`src/rtl/fetch_align.sv`:
```
// rtl/fetch_align.sv - aligns 16/32-bit instructions out of 64-bit SRAM fetch lines
//
// Purpose:
//   Takes 64-bit instruction lines returned one cycle after isram_cs and
//   presents the instruction at pc to decode. 16-bit compressed instructions
//   are zero-extended. A 32-bit instruction starting in the top halfword of a
//   line has its lower half buffered (cross_wait=1) until the next line
//   arrives, which supplies the upper half.
//
// Ports:
//   clk                 in   core clock, rising edge
//   cpurst_n            in   asynchronous active-low reset
//   isram_cs            in   SRAM read strobe; data returns next cycle
//   isram_rdata[63:0]   in   SRAM read line
//   pc[31:0]            in   address of the instruction presented this cycle
//   branch_predict_err  in   flush; drops buffered fetch state
//   de_stall            in   decode stall; holds alignment state
//   rv32_instr[31:0]    out  aligned instruction (NOP when not valid)
//   isrv16              out  rv32_instr is a zero-extended compressed instruction
//   instr_valid         out  rv32_instr valid this cycle
//   fetch_misalign      out  pc[0]=1 while a line is available
//   cross_wait          out  lower half of a line-crossing instruction is buffered

module fetch_align (
    input  logic        clk,
    input  logic        cpurst_n,
    input  logic        isram_cs,
    input  logic [63:0] isram_rdata,
    input  logic [31:0] pc,
    input  logic        branch_predict_err,
    input  logic        de_stall,
    output logic [31:0] rv32_instr,
    output logic        isrv16,
    output logic        instr_valid,
    output logic        fetch_misalign,
    output logic        cross_wait
);

    localparam logic [1:0] ST_IDLE = 2'd0;
    localparam logic [1:0] ST_RUN  = 2'd1;
    localparam logic [1:0] ST_XBD  = 2'd2;

    localparam logic [31:0] NOP_INSTR = 32'h0000_0013;

    logic [1:0]  r_state;
    logic        r_rdata_vld;
    logic        r_line_vld;
    logic [63:0] r_line_ff;
    logic [15:0] r_hw_buf;

    logic [63:0] w_line;
    logic        w_avail;
    logic [1:0]  w_slot;
    logic [63:0] w_line_shift;
    logic [15:0] w_hw;
    logic        w_is16;
    logic        w_cross;
    logic        w_misalign;
    logic [1:0]  w_next_state;
    logic        w_hw_load;
    logic [31:0] w_instr;
    logic        w_isrv16;
    logic        w_valid;
    logic        w_unused;

    // Upper pc bits only select the line, which the PC generator already did.
    assign w_unused = ^pc[31:3];

    // Freshly returned data is used directly; line_ff covers later cycles.
    assign w_line       = r_rdata_vld ? isram_rdata : r_line_ff;
    assign w_avail      = r_rdata_vld | r_line_vld;
    assign w_slot       = pc[2:1];
    assign w_line_shift = w_line >> {w_slot, 4'b0000};
    assign w_hw         = w_line_shift[15:0];
    assign w_is16       = (w_hw[1:0] != 2'b11);
    assign w_cross      = ~w_is16 & (w_slot == 2'b11);
    assign w_misalign   = pc[0] & w_avail;

    always_comb begin
        w_instr      = NOP_INSTR;
        w_isrv16     = 1'b0;
        w_valid      = 1'b0;
        w_next_state = r_state;
        w_hw_load    = 1'b0;

        if (branch_predict_err) begin
            w_next_state = ST_IDLE;
        end else if (w_misalign) begin
            w_next_state = r_state;
        end else if (r_state == ST_XBD) begin
            // Upper half comes from the new line; the lower half only from hw_buf.
            if (r_rdata_vld) begin
                w_instr      = {isram_rdata[15:0], r_hw_buf};
                w_valid      = 1'b1;
                w_next_state = ST_RUN;
            end
        end else if (w_avail) begin
            // IDLE with data in hand behaves as RUN so the first line is used at once.
            w_next_state = ST_RUN;
            if (w_is16) begin
                w_instr  = {16'h0000, w_hw};
                w_isrv16 = 1'b1;
                w_valid  = 1'b1;
            end else if (!w_cross) begin
                w_instr = w_line_shift[31:0];
                w_valid = 1'b1;
            end else begin
                w_next_state = ST_XBD;
                w_hw_load    = 1'b1;
            end
        end

        // A stall freezes alignment state but leaves the outputs live.
        if (de_stall && !branch_predict_err) begin
            w_next_state = r_state;
            w_hw_load    = 1'b0;
        end
    end

    always_ff @(posedge clk or negedge cpurst_n) begin
        if (!cpurst_n) begin
            r_state     <= ST_IDLE;
            r_rdata_vld <= 1'b0;
            r_line_vld  <= 1'b0;
            r_line_ff   <= 64'h0;
            r_hw_buf    <= 16'h0;
        end else begin
            r_rdata_vld <= isram_cs;
            r_state     <= w_next_state;
            if (r_rdata_vld) begin
                r_line_ff <= isram_rdata;
            end
            if (branch_predict_err) begin
                r_line_vld <= 1'b0;
            end else if (r_rdata_vld) begin
                r_line_vld <= 1'b1;
            end
            if (w_hw_load) begin
                r_hw_buf <= w_line[63:48];
            end
        end
    end

    assign rv32_instr     = w_instr;
    assign isrv16         = w_isrv16;
    assign instr_valid    = w_valid;
    assign fetch_misalign = w_misalign;
    assign cross_wait     = (r_state == ST_XBD);

endmodule
```
`config.mk`:
```
export PLATFORM = sky130hd
export DESIGN_NAME = fetch_align
export DESIGN_NICKNAME = d
export VERILOG_FILES = /design/src/rtl/fetch_align.sv
export SDC_FILE = /design/constraint.sdc
export NUM_CORES = 1
export LEC_CHECK = 0
export ABC_CLOCK_PERIOD_IN_PS = 9600
export CORE_ASPECT_RATIO = 1.5
export CORE_MARGIN = 2
export CORE_UTILIZATION = 40
export CTS_CLUSTER_DIAMETER = 200
export DETAILED_ROUTE_END_ITERATION = 6
export GPL_TIMING_DRIVEN = 1
export PLACE_DENSITY = 0.68
export SLEW_MARGIN = 20
export SYNTH_ARGS = -nofsm -noshare
export SYNTH_HDL_FRONTEND = slang
export SYNTH_SLANG_ARGS = --single-unit
```
`constraint.sdc`:
```
create_clock -name clk -period 9.6 [get_ports clk]
set_input_delay 2.4 -clock clk [delete_from_list [all_inputs] [get_ports clk]]
set_output_delay 2.4 -clock clk [all_outputs]
set_load 0.1 [all_outputs]
```
==> results of run 1 <==
## routing by layer
layer,up-vias,share of wire,global-route usage
met5,-,0,0
met4,0,0.017,0.07704
met3,18,0.051,0.03174
met2,170,0.53,0.3774
met1,2056,0.40,0.2821
li1,1919,-,-
## cell type report
cell class	count	share of cell area
Clock buffer	13	0.04193
Clock inverter	3	0.01048
Inverter	24	0.01398
Multi-Input combinational cell	329	0.4030
Sequential cell	84	0.3267
Tap cell	153	0.02970
Timing Repair Buffer	117	0.1741
## placed cells by master, fill, tap and decap left out, types with 5 or more instances in the layout
| cell | Yosys | layout |
|---|---|---|
| clkdlybuf4s50_1 | 0 | 88 |
| a211oi_1 | 14 | 14 |
| clkbuf_16 | 0 | 9 |
| mux2i_1 | 62 | 62 |
| inv_1 | 24 | 24 |
| mux2_4 | 7 | 7 |
| o21ai_0 | 46 | 45 |
| a22oi_1 | 25 | 25 |
| dfrtp_1 | 84 | 83 |
| nor2_1 | 17 | 17 |
| nor3_1 | 5 | 5 |
| nand2b_1 | 6 | 6 |
| nand2_1 | 45 | 45 |
| buf_4 | 1 | 27 |
| mux2_2 | 54 | 54 |
| a2111oi_0 | 15 | 15 |
## registers in the layout, indices dropped and copies added (netlist names)
| signal | cells |
|---|---|
| r_line_vld | 1 |
| r_rdata_vld | 1 |
| r_state | 2 |
| r_hw_buf | 16 |
| r_line_ff | 64 |
## worst paths after layout
path,start,to,slack (ns),cells past startpoint
worst min-delay path,r_hw_buf[1],r_hw_buf[1],0.47,1
max in group asynchronous,cpurst_n,r_rdata_vld,6.91,1
worst min register to register,r_hw_buf[1],r_hw_buf[1],0.47,1
worst max register to register,r_state[0],r_hw_buf[9],6.84,6
min in group asynchronous,cpurst_n,r_line_ff[58],2.11,1
worst max-delay path,pc[1],rv32_instr[14],1.49,7
## logic make-up after synthesis
kind of cell / share of synthesized area
AO/OA/AOI/OAI: 0.1591
buffers and inverters: 0.05564
flip-flops: 0.4230
multiplexers: 0.2873
AND/OR/NAND/NOR: 0.07503
## through the flow
step	setup slack [ns]	power, mW	instance area (µm²)	TNS [ns]	hold WS, ns
2_1_floorplan	-0.9512	0.5710	4970	-13.47	0.4346
3_3_place_gp	1.477	0.6512	6076	0	0.4499
3_5_place_dp	1.482	0.6594	6076	0	0.4535
4_1_cts	1.474	1.047	6414	0	0.4704
5_1_grt	1.386	1.084	6445	0	0.4921
6_report	1.489	1.045	6445	0	0.4665
## report_power, final
part           internal (mW)  total [mW]  switching (mW)
Sequential             0.391       0.413          0.0211
Combinational          0.103       0.243           0.140
Clock                  0.249       0.389           0.140
## critical path, cell delays in order
cell and delay [ns]:
clkdlybuf4s50_1 0.93, nor2_1 0.35, buf_4 0.27, a22oi_1 0.15
nand2_1 0.07, o21ai_0 0.31, clkdlybuf4s50_1 1.21
==> impl_metrics.toml, run 1 <==
[clocking]
cts_inserted_buffers = 9
htreeDepth = 3
clkLatencyLatePin_ns = 0.33
post-cts-setup-buffers = 0
clk_pin_slew_worst_paths_ns = 0.06
cts.sinks = 84
cts-root-buf = "clkbuf_16"
cts_max_path_buffers = 2
ctsResizeCount = 0
hold_buffers = 0
tritoncts = "done"

[sta]
rsz0062_at_grt = "false"
finalMaxSlewViolations = 0
max_freq_mhz = 123.3
layout_worst_path_cycle_share = 0.8449
skew_ns = 0.004463
max_slew_margin = 0.2686
finalCriticalPeriod_ns = 8.111
setup_viol = 0
hold_violations = 0
worst_pin_slew_ns = 1.097

[setup_path]
crit_fanout = 16
arrival_ns = 5.71
cp-start-kind = "primary input"
end_kind = "primary output"
cp.required_ns = 7.20
criticalPathCategory = "primary input to primary output"

[final_layout]
antenna_cells = 0
fin_nets = 666
final-seq-area_um2 = 2106
fillers = 1053
stdcell_count = 723
postLayoutCoreUtil = 0.5336
drive_gt1_frac = 0.1965
area_growth_pct = 29.68
multi_input_area_um2 = 2597

[routing]
drt_first_pass_iters = 4
routed_wl_mm = 14.55
post_drt_wl_per_cell_um = 20.13
drt_iter0_drc = 227
vias_per_cell = 5.758
drcViolationCount = 0
num_vias = 4163
postRouteAntennaNets = 0

[grt]
grt_max_degree = 97
grt_usage = 0.2209
grt.overflow.total = 0
grt_pass1_wl_mm = 22.62
antenna_found_initial = 0
grt_pass1_vias = 4272

[floorplan]
initial_core_util = 0.4115
fp.dieH_um = 140.5
fp.coreArea_um2 = 12080
ioPinCount = 137
die_x_um = 95.01
num_rows = 49
die_area_um2 = 13350

[synth]
synth_area_leader_cell = "dfrtp_1"
yosys-top-cells-count = "dfrtp_1 (84), mux2i_1 (62), mux2_2 (54)"
synthDistinctLibCells = 42
synth_seq_cells = 84
ys_seq_area_frac = 0.4230
ys.flop_type = "dfrtp_1"
synth_top_cell_area_share = 0.4230
async_flop_share = 1.000
syn-cell-area_um2 = 4970
post-synth-top-count-cell = "dfrtp_1"
avgSynthCellArea_um2 = 10.44
synth_edf_count = 0
yosysWarnings = 0
synthCells = 476
ys_top_cells_by_area = "dfrtp_1 (42%), mux2i_1 (12%), mux2_2 (12%), o21ai_0 (4.6%), a22oi_1 (3.8%)"
synth_nets = 577

[placed_design]
hpwl_mm = 9.733
dp_cells = 706
portBuffers = 107
finalWeightedCongestion = 0.8306

[worst_hold_path]
hp-class = "register to register"

[pwr]
p_leak_nw = 2.845
power_density_nw_per_um2 = 162.1
ir_drop_mv = 0.1249

[status]
outcome = "complete, no violations"

[run]
drv_cap = 0
No activity file was read; power rests on OpenSTA's default activity.
==> inputs of run 2 (changes only) <==
--- a/config.mk
+++ b/config.mk
@@ -5,14 +5,14 @@
 export SDC_FILE = /design/constraint.sdc
 export NUM_CORES = 1
 export LEC_CHECK = 0
-export ABC_CLOCK_PERIOD_IN_PS = 9600
+export ABC_CLOCK_PERIOD_IN_PS = 7310
 export CORE_ASPECT_RATIO = 1.5
 export CORE_MARGIN = 2
 export CORE_UTILIZATION = 40
 export CTS_CLUSTER_DIAMETER = 200
 export DETAILED_ROUTE_END_ITERATION = 6
 export GPL_TIMING_DRIVEN = 1
-export PLACE_DENSITY = 0.68
+export PLACE_DENSITY = 0.71
 export SLEW_MARGIN = 20
 export SYNTH_ARGS = -nofsm -noshare
 export SYNTH_HDL_FRONTEND = slang
==> constraint.sdc (replaced) <==
create_clock -name clk -period 7.31 [get_ports clk]
set_input_delay 1.8275 -clock clk [delete_from_list [all_inputs] [get_ports clk]]
set_output_delay 1.8275 -clock clk [all_outputs]
set_load 0.1 [all_outputs]
==> run 2 against run 1 <==
Compared with the run above: die area is the same; final area rose by 2.0%; sequential power grew 33%; cell count is 0.14% lower; non-clock buffer count shrank 1; worst hold slack improved by 0.011 ns; register-to-register slack lost 2.8 ns; via count rose by 0.77%; utilization grew 1.1 points; global-route usage up 0.38 points; critical path type unchanged; highest routed layer unchanged.
==> impl_metrics.toml, run 2 (synthesized netlist as in run 1, its figures left out) <==
[routing]
drt_first_pass_iters = 4
post_drt_wl_per_cell_um = 20.43
drt_iter0_drc = 301
postRouteAntennaNets = 0
drcViolationCount = 0
vias_per_cell = 5.810
num_vias = 4195
routed_wl_mm = 14.75

[clocking]
clk_pin_slew_worst_paths_ns = 0.07
tritoncts = "done"
cts-root-buf = "clkbuf_16"
post-cts-setup-buffers = 0
hold_buffers = 0
clkLatencyLatePin_ns = 0.35
htreeDepth = 3
cts_inserted_buffers = 9
cts_max_path_buffers = 2
cts.sinks = 84
ctsResizeCount = 0

[sta]
worst_pin_slew_ns = 1.119
setup_slack_ns = 0.6675
finalMaxSlewViolations = 0
max_freq_mhz = 150.5
skew_ns = 0.008506
layout_worst_path_cycle_share = 0.9087
setup_viol = 0
holdWs_ns = 0.4774
hold_violations = 0
setup_tns_ns = 0
finalCriticalPeriod_ns = 6.643
rsz0062_at_grt = "false"
max_slew_margin = 0.2541

[grt]
antenna_found_initial = 0
grt.overflow.total = 0
grt_pass1_wl_mm = 23.00
grt_max_degree = 97
grt_usage = 0.2246
grt_pass1_vias = 4465

[setup_path]
criticalPathCategory = "primary input to primary output"
r2r.worst_path.cells = 4
worstReg2RegEnd = "r_hw_buf[14]"
r2r_slack_ns = 4.09
arrival_ns = 4.82
crit_fanout = 16
end_kind = "primary output"
cp-start-kind = "primary input"
reg2reg_from = "r_rdata_vld"
cp.required_ns = 5.48

[final_layout]
final_cell_mix = "dfrtp_1 (83), clkdlybuf4s50_1 (71), mux2i_1 (62), mux2_2 (54)"
fin_nets = 665
largest_reg_flops = 64
area_growth_pct = 32.30
stdcell_count = 722
regMostFlops = "r_line_ff"
antenna_cells = 0
drive_gt1_frac = 0.2302
postLayoutCoreUtil = 0.5444
fin_area_um2 = 6575
top_regs = "r_line_ff (64), r_hw_buf (16), r_state (2)"
fillers = 1079
final_common_cell = "dfrtp_1"

[pwr]
p_clk_frac = 0.378
p_leak_nw = 2.897
ir_drop_mv = 0.1044
pwr-share-comb = 0.227
switchingPower_uw = 405.6
power_mw = 1.388
power_frac_seq = 0.395
power_density_nw_per_um2 = 211.1
sw_frac_of_total = 0.2922
p_int_uw = 982.3

[placed_design]
finalWeightedCongestion = 0.8360
hpwl_mm = 9.836
dp_cells = 706
placed_area_um2 = 6235
portBuffers = 107
pre_cts_slack_ns = 0.6980

[floorplan]
die_x_um = 95.01
fp.dieH_um = 140.5
num_rows = 49
ioPinCount = 137
die_area_um2 = 13350
fp.coreArea_um2 = 12080
initial_core_util = 0.4115

[worst_hold_path]
min_to = "r_hw_buf[0]"
worstHoldStart = "r_hw_buf[0]"
hp-class = "register to register"
whs_path_depth = 1

[status]
outcome = "complete, no violations"

[run]
drv_cap = 0
==> run 2: metal layers <==
layer | part of all wire | GRT usage | wire length, µm
met1 | 0.41 | 0.2761 | 6013
met3 | 0.039 | 0.02582 | 573
met5 | 0 | 0 | 0
met4 | 0.021 | 0.1083 | 307
met2 | 0.53 | 0.3852 | 7859
==> run 2: cell type report <==
cell class | instances | area, µm² | share of cell area
clock buffers | 9 | 225.2 | 0.03425
flip-flops and latches | 84 | 2106 | 0.3203
multi-input cells | 329 | 2624 | 0.3990
well taps | 153 | 191.4 | 0.02912
clock inverters | 7 | 115.1 | 0.01751
inverters | 24 | 90.09 | 0.01370
repair buffers | 116 | 1224 | 0.1861
==> run 2: worst max-delay path, stage by stage <==
cell             delay (ns)
clkdlybuf4s50_1        0.93
mux4_2                 0.65
a21oi_2                0.86
a2111oi_1              0.28
buf_12                 0.26
==> run 2: power by group through the flow <==
stage / clock network (mW) / logic [mW] / registers, mW
floorplan: 0 / 0.213 / 0.539
global placement: 0 / 0.306 / 0.552
detailed placement: 0 / 0.313 / 0.556
CTS: 0.529 / 0.315 / 0.548
global route: 0.547 / 0.336 / 0.555
finish: 0.524 / 0.315 / 0.549
==> run 2: worst max path at each step <==
stage,slack (ns),end,cells past startpoint,startpoint
global route,0.60,rv32_instr[20],5,pc[1]
global placement,0.74,rv32_instr[27],5,pc[1]
floorplan,-0.77,rv32_instr[22],4,pc[0]
CTS,0.70,rv32_instr[27],5,pc[1]
finish,0.67,rv32_instr[27],5,pc[1]
detailed placement,0.70,rv32_instr[27],5,pc[1]
==> inputs of run 3 (changes only) <==
--- a/config.mk
+++ b/config.mk
@@ -8,11 +8,11 @@
 export ABC_CLOCK_PERIOD_IN_PS = 7310
 export CORE_ASPECT_RATIO = 1.5
 export CORE_MARGIN = 2
-export CORE_UTILIZATION = 40
+export CORE_UTILIZATION = 44
 export CTS_CLUSTER_DIAMETER = 200
 export DETAILED_ROUTE_END_ITERATION = 6
 export GPL_TIMING_DRIVEN = 1
-export PLACE_DENSITY = 0.71
+export PLACE_DENSITY = 0.77
 export SLEW_MARGIN = 20
 export SYNTH_ARGS = -nofsm -noshare
 export SYNTH_HDL_FRONTEND = slang
==> run 3 against run 2 <==
Compared with the run above: worst setup slack better by 0.37 ns; sequential cell count stayed put; via count is 2.1% higher; sequential share of layout area is 0.21 points higher; total power is 5.5% lower; clock skew is 0.0032 ns lower; critical endpoint is now rv32_instr[21]; highest routed layer unchanged.
==> impl_metrics.toml, run 3 (synthesized netlist as in run 1, its figures left out) <==
[status]
outcome = "complete, no violations"

[clocking]
cts_max_path_buffers = 2
clkLatencyLatePin_ns = 0.34
post-cts-setup-buffers = 0
cts_inserted_buffers = 9
cts-root-buf = "clkbuf_16"
cts.sinks = 84
ctsResizeCount = 0
hold_buffers = 0
tritoncts = "done"
clk_pin_slew_worst_paths_ns = 0.06
htreeDepth = 3

[sta]
max_slew_margin = 0.3350
worst_pin_slew_ns = 0.9975
layout_worst_path_cycle_share = 0.8582
rsz0062_at_grt = "false"
finalCriticalPeriod_ns = 6.274
setup_viol = 0
skew_ns = 0.005293
max_freq_mhz = 159.4
hold_violations = 0
finalMaxSlewViolations = 0
setup_slack_ns = 1.036

[setup_path]
cp.required_ns = 5.48
slowest_delay_ns = 0.81
r2r_slack_ns = 4.40
cp-start-kind = "primary input"
arrival_ns = 4.45
end_kind = "primary output"
path_delay_family = "compound AO/OA/AOI/OAI gates"
slowest_stage = "a21oi_2"
path_cells = "clkdlybuf4s50_1, buf_4, mux4_2, a21oi_2, a2111oi_1, buf_12"
cp-startpoint = "pc[1]"
worstReg2RegEnd = "r_hw_buf[9]"
reg2reg_from = "r_rdata_vld"
r2r.worst_path.cells = 4
criticalPathCategory = "primary input to primary output"
crit_fanout = 16
crit_buf_inv = 3

[floorplan]
die_area_um2 = 12180
fp.dieH_um = 134.2
num_rows = 47
die_x_um = 90.78
fp.coreArea_um2 = 11000
ioPinCount = 137
initial_core_util = 0.4519

[placed_design]
finalWeightedCongestion = 0.8506
hpwl_mm = 9.763
pre_cts_slack_ns = 1.044
portBuffers = 107

[final_layout]
final_cell_mix = "dfrtp_1 (83), clkdlybuf4s50_1 (71), mux2i_1 (62), mux2_2 (54)"
top_regs = "r_line_ff (64), r_hw_buf (16), r_state (2)"
antenna_cells = 0
drive_gt1_frac = 0.2294
area_growth_pct = 31.42
fillers = 893
final_common_cell = "dfrtp_1"
regMostFlops = "r_line_ff"
fin_nets = 667
largest_reg_flops = 64

[routing]
vias_per_cell = 5.965
post_drt_wl_per_cell_um = 20.27
drcViolationCount = 0
num_vias = 4283
postRouteAntennaNets = 0
drt_first_pass_iters = 5
drt_iter0_drc = 359
routed_wl_mm = 14.55

[worst_hold_path]
min_to = "r_hw_buf[0]"
hp-class = "register to register"
worstHoldStart = "r_hw_buf[0]"
whs_path_depth = 1

[pwr]
power_mw = 1.312
ir_drop_mv = 0.1282
p_leak_nw = 2.886
power_density_nw_per_um2 = 200.9

[grt]
gr-usage-met1 = 0.2861
antenna_found_initial = 0
grt_pass1_wl_mm = 23.27
grt.overflow.total = 0
top_usage_layer = "met2"
grt_usage = 0.2406
grt_pass1_vias = 4564
grt_max_degree = 85
grtUsageMet3 = 0.03596
use_met2 = 0.4324

[run]
drv_cap = 0
==> run 3: cell count changes in the layout (fill, tap and decap cells not counted) <==
cell | before | now
bufinv_16 | 3 | 1
clkbuf_1 | 0 | 2
buf_4 | 31 | 32
buf_6 | 0 | 1
clkinv_2 | 2 | 3
clkinvlp_4 | 2 | 1
==> run 3: area by class of cell <==
type                            count  area [µm²]  share of cell area
Multi-Input combinational cell    329        2624              0.4017
Sequential cell                    84        2106              0.3224
Timing Repair Buffer              118        1242              0.1902
Clock buffer                       11       232.7             0.03563
Tap cell                          147       183.9             0.02816
Inverter                           24       90.09             0.01379
Clock inverter                      5       52.55            0.008046
==> run 3: report_power, final <==
group / total (mW) / switching [mW] / leakage [nW] / internal, mW
logic: 0.318 / 0.182 / 1.73 / 0.136
registers: 0.546 / 0.0323 / 1.02 / 0.514
clock network: 0.448 / 0.184 / 0.139 / 0.263
==> run 3: stage by stage <==
step	util	instances	area, µm²	TNS (ns)	hold slack [ns]
after global placement	0.5676	702	6242	0	0.4487
after floorplan	-	476	4989	-10.83	0.4346
after detailed placement	0.5676	702	6242	0	0.4523
after global routing	0.5939	718	6531	0	0.4854
after CTS	0.5936	718	6528	0	0.4748
final	0.5939	718	6531	0	0.4822
==> run 3: worst max path at each step <==
stage | slack, ns | depth (start not counted) | to
CTS | 1.03 | 6 | rv32_instr[21]
global placement | 1.09 | 6 | rv32_instr[20]
finish | 1.04 | 6 | rv32_instr[21]
global route | 0.97 | 6 | rv32_instr[21]
detailed placement | 1.04 | 6 | rv32_instr[21]
floorplan | -0.77 | 4 | rv32_instr[22]
==> run 3: layer usage <==
layer / part of all wire / vias up
li1: - / 1936
met3: 0.049 / 29
met1: 0.38 / 2144
met4: 0.025 / 0
met2: 0.54 / 174
met5: 0 / -
